`src/rtl/gpr_cdb_arbiter_pkg.sv`:
```
// Shared types and constants for the GPR common data bus arbiter.
package gpr_cdb_arbiter_pkg;

    // Width of a reorder-buffer tag.
    localparam int unsigned ROB_WIDTH = 6;

    // Number of integer-side units competing for the GPR CDB.
    localparam int unsigned N_GPR_CDB_REQ = 4;

    // One broadcast on the common data bus.
    typedef struct packed {
        logic                 valid;
        logic [ROB_WIDTH-1:0] tag;
        logic [31:0]          data;
    } cdb_t;

endpackage

```
`src/rtl/gpr_cdb_arbiter_rr_pick.sv`:
```
// rr_pick: combinational wrap-around priority encoder.
// Scans valid[ptr], valid[ptr+1], ..., valid[N-1], valid[0], ... and returns
// the first set index. With ptr tied to 0 it is a plain lowest-index encoder.
module rr_pick #(
    parameter int unsigned N    = 4,
    parameter int unsigned PtrW = (N > 1) ? $clog2(N) : 1
) (
    input  logic [N-1:0]    valid,
    input  logic [PtrW-1:0] ptr,
    output logic            found,
    output logic [PtrW-1:0] idx
);

    int unsigned     pos;
    logic [PtrW-1:0] pos_idx;

    // Walk offsets from ptr upward; the first valid slot wins.
    always_comb begin
        found   = 1'b0;
        idx     = '0;
        pos     = 0;
        pos_idx = '0;
        for (int unsigned k = 0; k < N; k++) begin
            pos = 32'(ptr) + k;
            if (pos >= N) begin
                pos = pos - N;
            end
            pos_idx = PtrW'(pos);
            if (!found && valid[pos_idx]) begin
                found = 1'b1;
                idx   = pos_idx;
            end
        end
    end

endmodule

```
`src/rtl/gpr_cdb_arbiter.sv`:
```
// gpr_cdb_arbiter: grants the GPR common data bus to one requesting unit per
// cycle and broadcasts the winner's tag and result one cycle later.
// Define CDB_RR_EN for round-robin priority; otherwise lowest index wins and
// no pointer state exists.
module gpr_cdb_arbiter
    import gpr_cdb_arbiter_pkg::*;
#(
    parameter int unsigned N_REQ = N_GPR_CDB_REQ
) (
    input  logic                       clk,
    input  logic                       reset,
    input  logic [N_REQ-1:0]           req_valid,
    output logic [N_REQ-1:0]           req_ready,
    input  logic [N_REQ*ROB_WIDTH-1:0] req_tag,
    input  logic [N_REQ*32-1:0]        req_result,
    input  logic                       cdb_hold,
    output cdb_t                       gpr_cdb
);

    localparam int unsigned PtrW = (N_REQ > 1) ? $clog2(N_REQ) : 1;

    logic                 pick_found;
    logic [PtrW-1:0]      pick_idx;
    logic [PtrW-1:0]      pick_ptr;
    logic                 grant;

    logic                 win_q, win_d;
    logic [PtrW-1:0]      idx_q, idx_d;
    logic [ROB_WIDTH-1:0] tag_q, tag_d;

`ifdef CDB_RR_EN
    logic [PtrW-1:0]      ptr_q, ptr_d;

    assign pick_ptr = ptr_q;
`else
    assign pick_ptr = '0;
`endif

    rr_pick #(
        .N    (N_REQ),
        .PtrW (PtrW)
    ) u_rr_pick (
        .valid (req_valid),
        .ptr   (pick_ptr),
        .found (pick_found),
        .idx   (pick_idx)
    );

    // Hold and reset block new grants only; registered broadcasts still go out.
    assign grant = pick_found && !cdb_hold && !reset;

    // One-hot grant to the winner.
    always_comb begin
        req_ready = '0;
        if (grant) begin
            req_ready[pick_idx] = 1'b1;
        end
    end

    // Capture the winner and its tag; idx/tag only matter while win is set.
    always_comb begin
        win_d = grant;
        idx_d = idx_q;
        tag_d = tag_q;
        if (grant) begin
            idx_d = pick_idx;
            tag_d = req_tag[pick_idx*ROB_WIDTH +: ROB_WIDTH];
        end
    end

`ifdef CDB_RR_EN
    // Advance the pointer past the winner; idle or held cycles leave it alone.
    always_comb begin
        ptr_d = ptr_q;
        if (grant) begin
            if (pick_idx == PtrW'(N_REQ - 1)) begin
                ptr_d = '0;
            end else begin
                ptr_d = pick_idx + PtrW'(1);
            end
        end
    end

    // Round-robin pointer register.
    always_ff @(posedge clk) begin
        if (reset) begin
            ptr_q <= '0;
        end else begin
            ptr_q <= ptr_d;
        end
    end
`endif

    // Winner registers feeding next cycle's broadcast.
    always_ff @(posedge clk) begin
        if (reset) begin
            win_q <= 1'b0;
            idx_q <= '0;
            tag_q <= '0;
        end else begin
            win_q <= win_d;
            idx_q <= idx_d;
            tag_q <= tag_d;
        end
    end

    // Broadcast: data is muxed live from the winner's held result.
    always_comb begin
        gpr_cdb.valid = win_q;
        gpr_cdb.tag   = tag_q;
        gpr_cdb.data  = req_result[idx_q*32 +: 32];
    end

endmodule

```
`config.mk`:
```
export PLATFORM = sky130hd
export DESIGN_NAME = gpr_cdb_arbiter
export DESIGN_NICKNAME = d
export VERILOG_FILES = /design/src/rtl/gpr_cdb_arbiter_pkg.sv /design/src/rtl/gpr_cdb_arbiter_rr_pick.sv /design/src/rtl/gpr_cdb_arbiter.sv
export SDC_FILE = /design/constraint.sdc
export NUM_CORES = 1
export LEC_CHECK = 0
export CAP_MARGIN = 20
export CORE_MARGIN = 1
export CORE_UTILIZATION = 22
export CTS_CLUSTER_DIAMETER = 200
export CTS_CLUSTER_SIZE = 24
export DETAILED_ROUTE_END_ITERATION = 16
export PLACE_DENSITY = 0.91
export SLEW_MARGIN = 20
export SYNTH_ARGS = -nofsm -noshare
export SYNTH_HDL_FRONTEND = slang
export SYNTH_SLANG_ARGS = --single-unit
```
`constraint.sdc`:
```
create_clock -name clk -period 1.3 [get_ports clk]
set_input_delay 0.13 -clock clk [delete_from_list [all_inputs] [get_ports clk]]
set_output_delay 0.13 -clock clk [all_outputs]
set_load 0.1 [all_outputs]
```
==> summary.txt <==
Post-DR vias/cell = 5.04
DRT Pass-1 Iters = 4
Util after Layout = 69.6%
Clk slew on worst S/H paths = 0.04 ns
Largest net degree at the start of global routing = 24
Max Clk Rate = 0.594 GHz
Grt total ovfl = 0
RSZ-0062 raised after global routing = true
Syn Inst Count = 105
Most frequent cells in the layout = 152 x clkdlybuf4s50_1, 46 x buf_12, 32 x mux4_2, 15 x buf_4, 8 x inv_1
First-pass GRT wire length = 11900 µm
Syn Area/Cell = 13.3 µm²
H-tree levels = 1
Antenna cells = 0
Max cap viols = 0
Antenna violations before repair = 0
Die X-Extent = 81.6 µm
DRC Markers = 0
Failing checks = negative setup slack
Layout filler cell count = 419
CP Data Required Time = 1.17 ns
Status = complete, but fails checks
GRT Util Overall = 24.8%
Flop and latch count out of synthesis = 9
Seq/Total Area, Yosys = 12.9%
Core ar. = 0.00603 mm²
Crit-path max cell delay = 0.55 ns
Setup Slack @ Placement = -0.364 ns
Distinct cells, synth = 25
Fin nets = 482
Hold crit path type = primary input to register
Post-Syn Area = 0.00139 mm²
Clock latency on the worst-skew pair = 0.23 ns
Crit path from = idx_q[0]$_SDFFE_PP0P_
DR WL/cell = 20.9 µm
Top-area cell type share of the netlist area = 51.8%
Final period util = 129%
CTS sink cnt = 9
Static Leak = 1.60 nW
Flop2flop setup slack = 0.38 ns
Clock root buffer = clkbuf_8
CP max stage cell = mux4_2
# setup viols final = 32
Area grow syn2layout = 201%
Gpl congestion = 0.827
PD cells = 779 mW/mm²
Rows = 28
Peak VDD IR = 0.531 mV
Via count of the first global-routing pass = 2209
Worst Path Class, Setup = register to output pin
Slew HR = 77.5%
Clock buffer depth = 2
Post-DP HPWL = 7270 µm
Critical Path Fanout Max = 7
Commonest non-fill, non-tap cell in the layout = clkdlybuf4s50_1
Worst r2r src = idx_q[0]$_SDFFE_PP0P_
Ys Warns = 0
CP Cell Sequence = buf_6, mux4_2, buf_12
CTS tree = done
Setup Skew = 0 ns
Total Wirelength = 8290 µm
Final Hold Vio Count = 0
Iteration-0 DRC Markers = 26
Die height = 81.6 µm
Post-layout minimum cycle time = 1.68 ns
Final slew viol count = 0
Die area = 0.00665 mm²
Syn nets = 264
Layout cell share with drive strength beyond 1 = 40.7%
Crit path capture type = output pin
CP arrival = 1.55 ns
PortBufs = 201
Top area cells in the synthesized netlist = mux4_2 52%, dfxtp_1 13%, a221oi_2 6.5%
DR vias = 2001
# IOs = 202
Final Hold Slack = 0.376 ns
Tot Pwr = 3.27 mW
Hold Startpoint = reset
Measured slew at the worst slew-check pin = 0.337 ns
Num CTS Buffers = 3
Startpoint types = register
Initial Util = 23.1%
Largest area contributor in the netlist = mux4_2
PnR worst setup slack = -0.383 ns
ANT nets after route = 0
[state kept, by name (all words and copies together), names as in the netlist]
signal,flops
tag_q,6
idx_q,2
win_q,1
[metrics by stage]
stage	cells	instance area, µm²	setup TNS (ns)
floorplan	105	1500	-6.27
global placement	388	4090	-8.20
detailed placement	388	4090	-8.60
CTS	396	4190	-12.22
global route	397	4200	-13.14
finish	397	4200	-11.59
[power by group]
group | total, mW | switching, mW | internal, mW
clock network | 0.319 | 0.106 | 0.213
logic | 2.62 | 1.40 | 1.22
registers | 0.329 | 0.0268 | 0.302
[final timing paths]
check | end | depth (start not counted)
worst max register to register | idx_q[0]$_SDFFE_PP0P_ | 2
worst min-delay path | win_q$_SDFF_PP0_ | 3
worst min register to register | tag_q[5]$_SDFFE_PP0P_ | 2
worst max-delay path | gpr_cdb[7] | 3
[cells in the mapped netlist]
library cell and number:
mux4_2 32, dfxtp_1 9, inv_1 9, a21o_1 6, a221oi_1 6, a221oi_2 6, o22ai_1 6, buf_4 4
clkbuf_1 4, nor2_1 4, a21oi_1 2, buf_2 2, buf_6 2, nor3b_1 2, a21o_4 1, buf_1 1
inv_2 1, nor2_2 1, nor3_1 1, nor3_4 1, nor3b_4 1, nor4_1 1, nor4b_4 1, o21ai_0 1
o221a_2 1
[metal layers]
metal / track usage, % / wire [µm] / vias to the layer above
li1: - / - / 897
met1: 25.4 / 2810 / 950
met2: 45.1 / 4300 / 125
met3: 5.33 / 688 / 29
met4: 15.9 / 495 / 0
met5: 0 / 0 / -
[critical path, delay by kind of cell (launching register included)]
kind	cells	cell delay (ns)
flops	1	0.40
buf+inv	2	0.36
mux	1	0.55
[area by class of cell]
type / instances / area (µm²) / share of cell area (%)
clock buffers: 4 / 45.0 / 1.07
inverters: 10 / 37.5 / 0.895
multi-input cells: 73 / 1140 / 27.2
flip-flops and latches: 9 / 191 / 4.56
well taps: 75 / 93.8 / 2.24
repair buffers: 226 / 2690 / 64.0
[timing repair]
| action | in CTS | in global routing |
|---|---|---|
| pin swaps | 3 | 1 |
| buffers inserted | 2 | 1 |
| resized for setup | 21 | 1 |
| endpoints found under the setup margin | 43 | 33 |
| hold buffers | 0 | 0 |
| gates cloned | 2 | 0 |
[cells by family after synthesis]
logic type      Yosys count  share of synthesized area, %
buf+inv                  23                          8.53
flops                     9                          12.9
simple gates             12                          7.64
mux                      32                          51.8
compound gates           29                          19.1
Note: power is estimated with default switching activity, not from simulation.
